$ cat src/rtl/shifter_pkg.sv
// Shared mode and state encodings for the sequential shift/rotate unit.
package shifter_pkg;

  localparam logic [1:0] MODE_LSL = 2'b00;
  localparam logic [1:0] MODE_LSR = 2'b01;
  localparam logic [1:0] MODE_ASR = 2'b10;
  localparam logic [1:0] MODE_ROL = 2'b11;

  typedef enum logic {
    ST_IDLE  = 1'b0,
    ST_SHIFT = 1'b1
  } state_t;

endpackage

$ cat src/rtl/shift_step.sv
// One-bit-position shift/rotate step; bit_out is the bit that leaves the word.
module shift_step
  import shifter_pkg::*;
#(
  parameter int WIDTH = 8
) (
  input  logic [WIDTH-1:0] w,
  input  logic [1:0]       mode,
  output logic [WIDTH-1:0] w_next,
  output logic             bit_out
);

  always_comb begin
    w_next  = w;
    bit_out = 1'b0;
    case (mode)
      MODE_LSL: begin
        bit_out = w[WIDTH-1];
        w_next  = {w[WIDTH-2:0], 1'b0};
      end
      MODE_LSR: begin
        bit_out = w[0];
        w_next  = {1'b0, w[WIDTH-1:1]};
      end
      MODE_ASR: begin
        bit_out = w[0];
        w_next  = {w[WIDTH-1], w[WIDTH-1:1]};
      end
      MODE_ROL: begin
        bit_out = w[WIDTH-1];
        w_next  = {w[WIDTH-2:0], w[WIDTH-1]};
      end
      default: begin
        w_next  = w;
        bit_out = 1'b0;
      end
    endcase
  end

endmodule

$ cat src/rtl/shift_unit_seq.sv
// Sequential shift/rotate unit: one bit position per clock on a start/busy/done handshake.
module shift_unit_seq
  import shifter_pkg::*;
#(
  parameter  int WIDTH   = 8,
  localparam int SHAMT_W = $clog2(WIDTH)
) (
  input  logic               clk,
  input  logic               rst,
  input  logic               start,
  input  logic [1:0]         mode,
  input  logic [SHAMT_W-1:0] amount,
  input  logic [WIDTH-1:0]   in_bit,
  output logic               busy,
  output logic               done,
  output logic [WIDTH-1:0]   out_bit,
  output logic               carry_out,
  output logic               zero
);

  state_t             state, state_next;
  logic [WIDTH-1:0]   work, step_w;
  logic [SHAMT_W-1:0] count;
  logic [1:0]         mode_q;
  logic               carry, step_bit;
  logic               load, step, finish;

  shift_step #(.WIDTH(WIDTH)) u_step (
    .w       (work),
    .mode    (mode_q),
    .w_next  (step_w),
    .bit_out (step_bit)
  );

  always_ff @(posedge clk) begin
    if (rst) state <= ST_IDLE;
    else     state <= state_next;
  end

  always_comb begin
    state_next = state;
    load       = 1'b0;
    step       = 1'b0;
    finish     = 1'b0;
    case (state)
      ST_IDLE: begin
        if (start) begin
          load       = 1'b1;
          state_next = ST_SHIFT;
        end
      end
      ST_SHIFT: begin
        if (count != '0) begin
          step = 1'b1;
        end else begin
          finish     = 1'b1;
          state_next = ST_IDLE;
        end
      end
      default: state_next = ST_IDLE;
    endcase
  end

  // Outputs move only on the finishing edge, so they hold through the next operation.
  always_ff @(posedge clk) begin
    if (rst) begin
      work      <= '0;
      count     <= '0;
      mode_q    <= MODE_LSL;
      carry     <= 1'b0;
      out_bit   <= '0;
      carry_out <= 1'b0;
      zero      <= 1'b1;
      done      <= 1'b0;
    end else begin
      done <= 1'b0;
      if (load) begin
        work   <= in_bit;
        count  <= amount;
        mode_q <= mode;
        carry  <= 1'b0;
      end else if (step) begin
        work  <= step_w;
        carry <= step_bit;
        count <= count - 1'b1;
      end else if (finish) begin
        out_bit   <= work;
        carry_out <= carry;
        zero      <= (work == '0);
        done      <= 1'b1;
      end
    end
  end

  assign busy = (state == ST_SHIFT);

endmodule
$ cat config.mk
export PLATFORM = sky130hd
export DESIGN_NAME = shift_unit_seq
export DESIGN_NICKNAME = d
export VERILOG_FILES = /design/src/rtl/shifter_pkg.sv /design/src/rtl/shift_step.sv /design/src/rtl/shift_unit_seq.sv
export SDC_FILE = /design/constraint.sdc
export NUM_CORES = 1
export LEC_CHECK = 0
export ABC_AREA = 1
export BUFFER_PORTS_ARGS = -buffer_cell sky130_fd_sc_hd__buf_4
export CORE_MARGIN = 5
export CORE_UTILIZATION = 53
export DETAILED_ROUTE_END_ITERATION = 8
export GPL_ROUTABILITY_DRIVEN = 0
export PLACE_DENSITY = 0.73
export REMOVE_ABC_BUFFERS = 1
export SETUP_SLACK_MARGIN = 0.15
export SYNTH_ARGS = -nofsm -noshare
export SYNTH_HDL_FRONTEND = slang
export SYNTH_SLANG_ARGS = --single-unit
$ cat constraint.sdc
create_clock -name clk -period 2.01 [get_ports clk]
set_clock_uncertainty 0.2 [all_clocks]
set_input_delay 0.1005 -clock clk [delete_from_list [all_inputs] [get_ports clk]]
set_output_delay 0.1005 -clock clk [all_outputs]
set_load 0.03 [all_outputs]
==> summary.log, run 1 <==
INFO  sta            tightest_slew=0.426ns
INFO  setup_path     setup.worst_path.class=flop to flop
INFO  setup_path     rr_worst_depth=8
INFO  sta            post_route_minimum_period=1.66ns
INFO  placed_design  placement.io_buffers=27
INFO  layout         multi_input_comb_area=671um2
INFO  synthesis      ys_warn_count=0
INFO  global_route   grt_overflow=0
INFO  synthesis      synth_area=1380um2
INFO  setup_path     worst-endpoint-arrival=1.69ns
INFO  floorplan      standard_cell_row_count=18
INFO  pwr            power.leakage=0.783nW
INFO  sta            grt_setup_unrepaired=no
INFO  placed_design  place_area=1570um2
INFO  synthesis      netlist_instances=203
INFO  synthesis      asyncSetResetFlopFracSynth=0
INFO  synthesis      synth.avg_cell_area=6.80um2
INFO  drt            via_count=1396
INFO  clock_network  worstSkewPairLatency=0.32ns
INFO  drt            wirelength=3300um
INFO  global_route   antenna_violations_before_repair=0
INFO  synthesis      yosysTopAreaCell=sky130_fd_sc_hd__dfxtp_1
INFO  placed_design  detailedPlacementHpwl=2200um
INFO  clock_network  clock_buffer_count_from_cts=3
INFO  sta            setup-tns-final=0ns
INFO  drt            viasPerCell=5.17
INFO  setup_path     crit_path_max_fanout=11
INFO  drt            route.antenna.remaining_nets=0
INFO  floorplan      dieArea=3720um2
INFO  clock_network  clock_tree.htree_level_count=1
INFO  pwr            max-vdd-ir-drop=0.000484V
INFO  layout         post_route_cells_drive_above_1_share=0.175
INFO  sta            final.period_utilization=0.825
INFO  sta            setup_ws=0.351ns
INFO  synthesis      number_of_enable_type_register_cells_in_the_synthesized_netlist=0
INFO  pwr            design_power_total=1.19mW
INFO  synthesis      synth.cells.most_frequent=sky130_fd_sc_hd__nand2_1, sky130_fd_sc_hd__inv_1, sky130_fd_sc_hd__dfxtp_1
INFO  drt            route.detailed.wl_per_inst=12.2um
INFO  min_path       hold_path.class=input port to flop
INFO  floorplan      effective_utilization_at_floorplan=0.557
INFO  sta            maxSlewHeadroom=0.716
INFO  sta            hold_violations=0
INFO  setup_path     timing.critical_path.to_type=flop
INFO  synthesis      synth.most_common_cell=sky130_fd_sc_hd__nand2_1
INFO  sta            fmax=603MHz
INFO  layout         layout.cell_area.non_filler=1730um2
INFO  global_route   grt_start_max_net_pins=25
INFO  placed_design  place_worst_setup_slack=0.385ns
INFO  outcome        run_status=finished, final reports clean
INFO  floorplan      core_area=2480um2
INFO  layout         fin_cells=270
INFO  global_route   grt_pass1_vias=1370
INFO  clock_network  post_cts_resize_count=0
INFO  pwr            pwr_density_cell=689nW/um2
INFO  job            drv.max_cap_violation_count=0
INFO  setup_path     setup.worst_path.start_class=flop
INFO  synthesis      netlist.area_leader.share=0.377
INFO  drt            drcViolationCount=0
INFO  synthesis      synth_top_cells_by_area=sky130_fd_sc_hd__dfxtp_1, sky130_fd_sc_hd__nand2_1, sky130_fd_sc_hd__inv_1, sky130_fd_sc_hd__a21oi_1, sky130_fd_sc_hd__o21ai_0
INFO  layout         final-seq-area=520um2
INFO  synthesis      ys_ff_latch=26
INFO  synthesis      dominantRegCellSynth=sky130_fd_sc_hd__dfxtp_1
INFO  clock_network  clock_tree.buffer_depth=2
INFO  setup_path     required=2.04ns
INFO  min_path       whs_path_depth=4
INFO  clock_network  clock_sinks=26
INFO  sta            drv_slew=0
INFO  drt            detail_route.iter0.violations=23
INFO  clock_network  cts_tree=yes
INFO  setup_path     regToRegSetupSlack=0.35ns
INFO  placed_design  dp_cells=253
INFO  layout         diode_insertion_count_for_antenna_repair=0
INFO  synthesis      ys_seq_area_frac=0.377
INFO  layout         layout.filler_cells=229
INFO  sta            setup_violations=0
INFO  floorplan      die_y=61.0um
INFO  floorplan      floorplan.die.width=61.0um
INFO  global_route   global_route_wire_length_before_repair=5900um
INFO  synthesis      netlist-cell-type-count=26
INFO  layout         areaGrowthSynthToFinish=25.7%
INFO  layout         num-nets-final=264
INFO  floorplan      design.portCount=28
INFO  global_route   grtUsageTotal=0.208
INFO  drt            drt-pass1-iter-count=4
INFO  clock_network  clk_root_buffer_cell=sky130_fd_sc_hd__clkbuf_4
INFO  clock_network  cts.reportedPaths.clkPinSlew=0.14ns
worst max-delay path: stages, from the launching register on:
cell,delay (ns)
sky130_fd_sc_hd__dfxtp_1,0.36
sky130_fd_sc_hd__inv_1,0.07
sky130_fd_sc_hd__ha_1,0.24
sky130_fd_sc_hd__nand2_2,0.10
sky130_fd_sc_hd__nand2_2,0.16
sky130_fd_sc_hd__nand2_2,0.14
sky130_fd_sc_hd__clkinv_2,0.12
sky130_fd_sc_hd__nor2_1,0.12
sky130_fd_sc_hd__nor2_1,0.05
placed cells by master, fill, tap and decap left out, types with 6 or more instances in the layout:
master / count
sky130_fd_sc_hd__ha_1: 6
sky130_fd_sc_hd__nand2_1: 39
sky130_fd_sc_hd__inv_1: 32
sky130_fd_sc_hd__nor2_1: 20
sky130_fd_sc_hd__nand3_1: 11
sky130_fd_sc_hd__dlygate4sd3_1: 14
sky130_fd_sc_hd__o21ai_1: 7
sky130_fd_sc_hd__o21ai_0: 19
sky130_fd_sc_hd__a21oi_1: 21
sky130_fd_sc_hd__buf_4: 28
sky130_fd_sc_hd__dfxtp_1: 26
cells by family (layout without fill, tap and decap cells):
kind of cell,after synthesis,in the layout,synth area share
DFF,26,26,0.377
and+or+nand+nor,79,79,0.249
buffers and inverters,43,80,0.137
AOI/OAI and AO/OA,49,49,0.182
adders and majority gates,6,6,0.0544
layout make-up:
| class | instances | area share |
|---|---|---|
| Tap cell | 30 | 0.0216 |
| Sequential cell | 26 | 0.300 |
| Multi-Input combinational cell | 134 | 0.387 |
| Inverter | 35 | 0.0765 |
| Clock buffer | 3 | 0.0130 |
| Timing Repair Buffer | 42 | 0.202 |
layer usage:
layer,routed length [um],global-route usage
met1,1410,0.254
met2,1580,0.360
met3,232,0.0294
met4,74,0.0991
met5,0,0
stage by stage:
step                      hold slack (ns)  utilization
after floorplan                   -0.0304            -
after detailed placement            0.189        0.634
after global routing               0.0685        0.700
final                              0.0372        0.700
after global placement              0.184        0.634
after CTS                          0.0294        0.700
sequential cells by signal, indices dropped and copies added, names as in the netlist:
register and count:
done 1, carry_out 1, mode_q 2, zero 1, count 3, work 8, out_bit 8, busy 1
carry 1
where the power goes:
group	total (mW)	internal, mW	leakage, nW	switching [mW]
Clock	0.228	0.0703	0.0138	0.158
Sequential	0.604	0.564	0.213	0.0404
Combinational	0.362	0.145	0.556	0.217
worst paths after layout:
path,start,to
setup / recovery,count[0],count[1]
hold / removal,start,carry
setup reg to reg,count[0],count[1]
hold reg to reg,carry_out,carry_out
timing repair:
| item | in CTS | in global routing |
|---|---|---|
| hold buffers | 14 | 0 |
| endpoints found under the hold margin | 17 | 0 |
| setup buffers | 0 | 0 |
No activity file was read; power rests on OpenSTA's default activity.
==> inputs of run 2 (changes only) <==
- clock period: 2.01 -> 1.6 ns (I/O delays scaled with it)
==> summary.log, run 2 (synthesis results as in run 1) <==
INFO  setup_path     critical_path.max_stage_delay=0.36ns
INFO  setup_path     crit_top_cell=sky130_fd_sc_hd__nand2_4
INFO  floorplan      floorplan.die.width=61.0um
INFO  setup_path     path_cells=inv_2, ha_4, nand2_4, nand2_4, buf_12, o21ai_1, nand2_1, a21oi_1
INFO  global_route   grt_pass1_vias=1278
INFO  drt            drcViolationCount=0
INFO  layout         diode_insertion_count_for_antenna_repair=0
INFO  sta            fmax=707MHz
INFO  placed_design  place_worst_setup_slack=0.0110ns
INFO  global_route   grt_start_max_net_pins=21
INFO  global_route   grtUsageTotal=0.196
INFO  layout         areaGrowthSynthToFinish=38.0%
INFO  setup_path     rr_worst_depth=8
INFO  setup_path     timing_startpoint_of_the_critical_path=count[1]
INFO  sta            hold_violations=0
INFO  layout         fin_cells=277
INFO  setup_path     required=1.66ns
INFO  clock_network  clock_tree.htree_level_count=1
INFO  clock_network  clk_root_buffer_cell=sky130_fd_sc_hd__clkbuf_4
INFO  pwr            max-vdd-ir-drop=0.000625V
INFO  pwr            power.leakage=0.836nW
INFO  floorplan      core_area=2480um2
INFO  placed_design  dp_cells=256
INFO  drt            drt-pass1-iter-count=4
INFO  clock_network  cts_tree=yes
INFO  drt            route.detailed.wl_per_inst=12.1um
INFO  clock_network  clock_tree.buffer_depth=2
INFO  clock_network  cts.reportedPaths.clkPinSlew=0.14ns
INFO  setup_path     regToRegSetupSlack=0.19ns
INFO  sta            grt_setup_unrepaired=yes
INFO  layout         most_common_library_cell_in_the_layout_ignoring_fill_and_taps=sky130_fd_sc_hd__nand2_1
INFO  setup_path     setup.worst_path.start_class=flop
INFO  floorplan      effective_utilization_at_floorplan=0.557
INFO  floorplan      die_y=61.0um
INFO  setup_path     worst_path_slowest_cell=sky130_fd_sc_hd__dfxtp_2
INFO  layout         post-route-util=0.769
INFO  sta            maxSlewHeadroom=0.847
INFO  drt            route.antenna.remaining_nets=0
INFO  layout         largest_registers=out_bit: 8 flops, work: 8 flops, count: 3 flops
INFO  outcome        run_status=finished, final reports clean
INFO  pwr            pwr_density_cell=865nW/um2
INFO  global_route   antenna_violations_before_repair=0
INFO  sta            tightest_slew=0.229ns
INFO  clock_network  clock_buffer_count_from_cts=3
INFO  min_path       hold_path.class=flop to flop
INFO  sta            setup_violations=0
INFO  setup_path     timing.critical_path.to_type=flop
INFO  floorplan      design.portCount=28
INFO  floorplan      dieArea=3720um2
INFO  drt            viasPerCell=5.07
INFO  pwr            design_power_total=1.65mW
INFO  global_route   global_route_wire_length_before_repair=5510um
INFO  placed_design  detailedPlacementHpwl=2300um
INFO  setup_path     worst-endpoint-arrival=1.48ns
INFO  sta            worst_hold_slack=0.254ns
INFO  placed_design  placement.io_buffers=27
INFO  min_path       worst_hold_path.endpoint=carry_out
INFO  setup_path     setup.worst_path.class=flop to flop
INFO  drt            via_count=1405
INFO  layout         num-nets-final=270
INFO  sta            setup_ws=0.185ns
INFO  setup_path     critical_path.reg2reg.startpoint=count[1]
INFO  setup_path     worst_r2r_endpoint=work[5]
INFO  floorplan      standard_cell_row_count=18
INFO  drt            detail_route.iter0.violations=47
INFO  global_route   grt_overflow=0
INFO  setup_path     critical_path_buf_inv_count=2
INFO  min_path       whs_path_depth=2
INFO  job            drv.max_cap_violation_count=0
INFO  clock_network  worstSkewPairLatency=0.32ns
INFO  clock_network  clock_sinks=26
INFO  setup_path     crit_family=flip-flops
INFO  sta            post_route_minimum_period=1.41ns
INFO  sta            final.period_utilization=0.884
INFO  setup_path     crit_path_max_fanout=8
INFO  drt            wirelength=3340um
INFO  min_path       timing.hold.worst.start=carry_out
INFO  sta            drv_slew=0
INFO  layout         post_route_cells_drive_above_1_share=0.271
INFO  layout         mostFrequentLayoutCells=sky130_fd_sc_hd__nand2_1, sky130_fd_sc_hd__buf_4, sky130_fd_sc_hd__inv_1, sky130_fd_sc_hd__dfxtp_1
==> run 2: cell types whose count changed in the layout (fill, tap and decap cells not counted), moves of 4 or more <==
cell                      delta
sky130_fd_sc_hd__inv_1       -6
sky130_fd_sc_hd__dfxtp_2     +4
sky130_fd_sc_hd__nand2_4     +4
sky130_fd_sc_hd__dfxtp_1     -5
sky130_fd_sc_hd__ha_1        -5
sky130_fd_sc_hd__inv_2       +5
==> run 2: through the flow <==
| step | area, um2 | TNS (ns) |
|---|---|---|
| finish | 1900 | 0 |
| global route | 1900 | 0 |
| CTS | 1840 | 0 |
| detailed placement | 1620 | 0 |
| global placement | 1620 | 0 |
| floorplan | 1320 | -0.579 |
==> run 2: per-layer routing <==
layer | track usage | vias to the layer above | wire length, um
li1 | - | 729 | -
met1 | 0.249 | 617 | 1430
met2 | 0.331 | 54 | 1650
met3 | 0.0294 | 5 | 222
met4 | 0.0805 | 0 | 38
met5 | 0 | - | 0
==> run 2: layout make-up <==
| cell class | instances | area [um2] |
|---|---|---|
| sequential | 26 | 529 |
| tap | 30 | 37.5 |
| timing repair buffer | 48 | 427 |
| inverter | 35 | 140 |
| multi-input combinational | 134 | 734 |
| fill | 189 | 573 |
| clock buffer | 4 | 36.3 |
==> run 2: repair_timing <==
action / CTS / global route
resized for setup: 10 / 21
pin swaps: 0 / 5
buffers inserted: 0 / 2
hold buffers: 15 / 0
hold endpoints to repair: 18 / 0
endpoints found under the setup margin: 21 / 24
==> run 2: worst max-delay path by stage <==
stage                     end  slack, ns  cells after the start
CTS                   work[6]       0.16                      8
global route          work[5]       0.15                      8
floorplan           carry_out      -0.07                      3
global placement     count[1]       0.07                      8
finish                work[5]       0.19                      8
detailed placement   count[1]       0.01                      8
==> run 2: power breakdown <==
part / internal, mW / switching (mW) / total (mW)
registers: 0.711 / 0.0552 / 0.766
logic: 0.241 / 0.306 / 0.546
clock network: 0.139 / 0.194 / 0.334
total: 1.09 / 0.555 / 1.65
==> run 2: worst register-to-register path, stage by stage (launching register included) <==
cell and delay [ns]:
sky130_fd_sc_hd__dfxtp_2 0.36, sky130_fd_sc_hd__inv_2 0.05, sky130_fd_sc_hd__ha_4 0.17, sky130_fd_sc_hd__nand2_4 0.07
sky130_fd_sc_hd__nand2_4 0.08, sky130_fd_sc_hd__buf_12 0.15, sky130_fd_sc_hd__o21ai_1 0.07, sky130_fd_sc_hd__nand2_1 0.06
sky130_fd_sc_hd__a21oi_1 0.13
==> inputs of run 3 (changes only) <==
- CELL_PAD_IN_SITES_DETAIL_PLACEMENT: default -> 1
- CELL_PAD_IN_SITES_GLOBAL_PLACEMENT: default -> 2
- CORE_UTILIZATION: 53 -> 29
- PLACE_DENSITY: 0.73 -> 0.74
==> summary.log, run 3 (synthesis results as in run 1) <==
INFO  pwr            p_clk_frac=0.220
INFO  sta            setup_violations=0
INFO  clock_network  clk_root_buffer_cell=sky130_fd_sc_hd__clkbuf_8
INFO  pwr            share_comb_of_total_power=0.335
INFO  floorplan      core_area=4660um2
INFO  layout         most_common_library_cell_in_the_layout_ignoring_fill_and_taps=sky130_fd_sc_hd__nand2_1
INFO  setup_path     required=1.61ns
INFO  job            drv.max_cap_violation_count=0
INFO  sta            setup_ws=0.198ns
INFO  min_path       hold_path.class=input port to flop
INFO  drt            via_count=1396
INFO  sta            tightest_slew=0.308ns
INFO  setup_path     setup.worst_path.class=flop to flop
INFO  global_route   grt_pass1_vias=1392
INFO  sta            worst_hold_slack=-0.126ns
INFO  pwr            power.share.sequential=0.445
INFO  pwr            max-vdd-ir-drop=0.000329V
INFO  sta            grt_setup_unrepaired=yes
INFO  drt            route.antenna.remaining_nets=0
INFO  drt            wirelength=3980um
INFO  layout         areaGrowthSynthToFinish=40.2%
INFO  global_route   grt_overflow=0
INFO  global_route   grtUsageTotal=0.132
INFO  pwr            power.leakage=0.822nW
INFO  pwr            pwr_density_cell=891nW/um2
INFO  floorplan      effective_utilization_at_floorplan=0.296
INFO  floorplan      design.portCount=28
INFO  setup_path     timing.critical_path.to_type=flop
INFO  sta            final.period_utilization=0.876
INFO  setup_path     worst-endpoint-arrival=1.41ns
INFO  placed_design  detailedPlacementHpwl=2950um
INFO  global_route   antenna_violations_before_repair=0
INFO  pwr            design_power_total=1.72mW
INFO  outcome        run_status=finished with violations
INFO  setup_path     crit_path_max_fanout=6
INFO  outcome        violations=negative hold slack
INFO  layout         num-nets-final=265
INFO  sta            setup-tns-final=0ns
INFO  sta            hold_violations=11
INFO  pwr            power.share.switching=0.347
INFO  sta            fmax=713MHz
INFO  clock_network  cts_tree=yes
INFO  clock_network  cts.reportedPaths.clkPinSlew=0.09ns
INFO  global_route   grt_start_max_net_pins=21
INFO  floorplan      standard_cell_row_count=25
INFO  setup_path     worst_path_slowest_cell=sky130_fd_sc_hd__dfxtp_2
INFO  setup_path     critical_path_buf_inv_count=2
INFO  placed_design  place_worst_setup_slack=-0.00379ns
INFO  layout         diode_insertion_count_for_antenna_repair=0
INFO  layout         post-route-util=0.415
INFO  setup_path     critical_path.max_stage_delay=0.35ns
INFO  setup_path     crit_family=flip-flops
INFO  layout         mostFrequentLayoutCells=sky130_fd_sc_hd__nand2_1, sky130_fd_sc_hd__buf_4, sky130_fd_sc_hd__inv_1, sky130_fd_sc_hd__dfxtp_1, sky130_fd_sc_hd__nor2_1
INFO  setup_path     path_cells=inv_2, ha_4, nand2_4, nand2_8, buf_6, o21ai_1, nand2_1, a21oi_2
INFO  floorplan      die_y=79.0um
INFO  pwr            net-switching-power=598uW
INFO  global_route   global_route_wire_length_before_repair=6670um
INFO  floorplan      floorplan.die.width=79.0um
INFO  layout         fin_cells=295
INFO  clock_network  clock_tree.buffer_depth=2
INFO  setup_path     setup.worst_path.start_class=flop
INFO  drt            drt-pass1-iter-count=4
INFO  drt            viasPerCell=4.73
INFO  placed_design  placement.io_buffers=27
INFO  layout         largest_registers=out_bit: 8 flops, work: 8 flops, count: 3 flops
INFO  placed_design  dp_cells=282
INFO  drt            drcViolationCount=0
INFO  layout         post_route_cells_drive_above_1_share=0.307
INFO  clock_network  clock_buffer_count_from_cts=3
INFO  pwr            intPower=1.13mW
INFO  sta            maxSlewHeadroom=0.794
INFO  drt            route.detailed.wl_per_inst=13.5um
INFO  floorplan      dieArea=6240um2
INFO  clock_network  clock_tree.htree_level_count=1
INFO  drt            detail_route.iter0.violations=44
INFO  clock_network  clock_sinks=26
INFO  sta            drv_slew=0
INFO  layout         layout.cell_area.non_filler=1930um2
INFO  clock_network  worstSkewPairLatency=0.27ns
INFO  sta            post_route_minimum_period=1.40ns
INFO  placed_design  place_area=1650um2
[run 3: cell types whose count changed in the layout (fill, tap and decap cells not counted), sizes merged]
cell | before | now
inv | 33 | 34
clkinvlp | 1 | 0
clkbuf | 4 | 3
buf | 33 | 36
dlygate4sd3 | 15 | 7
[run 3: worst reg2reg max path, delay by kind of cell (launching register included)]
kind,cells,cell delay [ns]
AO/OA/AOI/OAI,2,0.19
buffers and inverters,2,0.19
flip-flops,1,0.35
AND/OR/NAND/NOR,3,0.25
adder cells (fa/ha/maj),1,0.17
[run 3: what timing repair did]
item / CTS / global route
cloned: 0 / 0
buffers inserted: 0 / 3
gates resized for setup: 17 / 32
endpoints found under the setup margin: 22 / 20
hold endpoints to repair: 17 / 12
pin swaps: 1 / 11
hold buffers: 6 / 1
[run 3: metal layers]
metal / GRT usage / wire [um] / vias up
li1: - / - / 718
met1: 0.169 / 1920 / 659
met2: 0.231 / 1940 / 17
met3: 0.0215 / 90 / 2
met4: 0.0326 / 25 / 0
met5: 0 / 0 / -
[run 3: layout make-up]
type | count | area [um2]
Clock buffer | 3 | 41.3
Fill cell | 567 | 2730
Inverter | 35 | 139
Multi-Input combinational cell | 134 | 790
Sequential cell | 26 | 529
Tap cell | 54 | 67.6
Timing Repair Buffer | 43 | 368
[run 3: power groups by stage]
stage | Combinational (mW) | Sequential, mW | Clock [mW]
final | 0.577 | 0.767 | 0.379
after global routing | 0.642 | 0.778 | 0.414
after CTS | 0.516 | 0.763 | 0.388
after detailed placement | 0.467 | 0.775 | 0
after global placement | 0.451 | 0.773 | 0
after floorplan | 0.236 | 0.816 | 0
[run 3: worst paths after layout]
kind | cells after the start | start | end | slack (ns)
hold reg to reg | 2 | out_bit[0] | out_bit[0] | 0.25
setup / recovery | 8 | count[1] | work[2] | 0.20
hold / removal | 2 | rst | work[4] | -0.13
setup reg to reg | 8 | count[1] | work[2] | 0.20
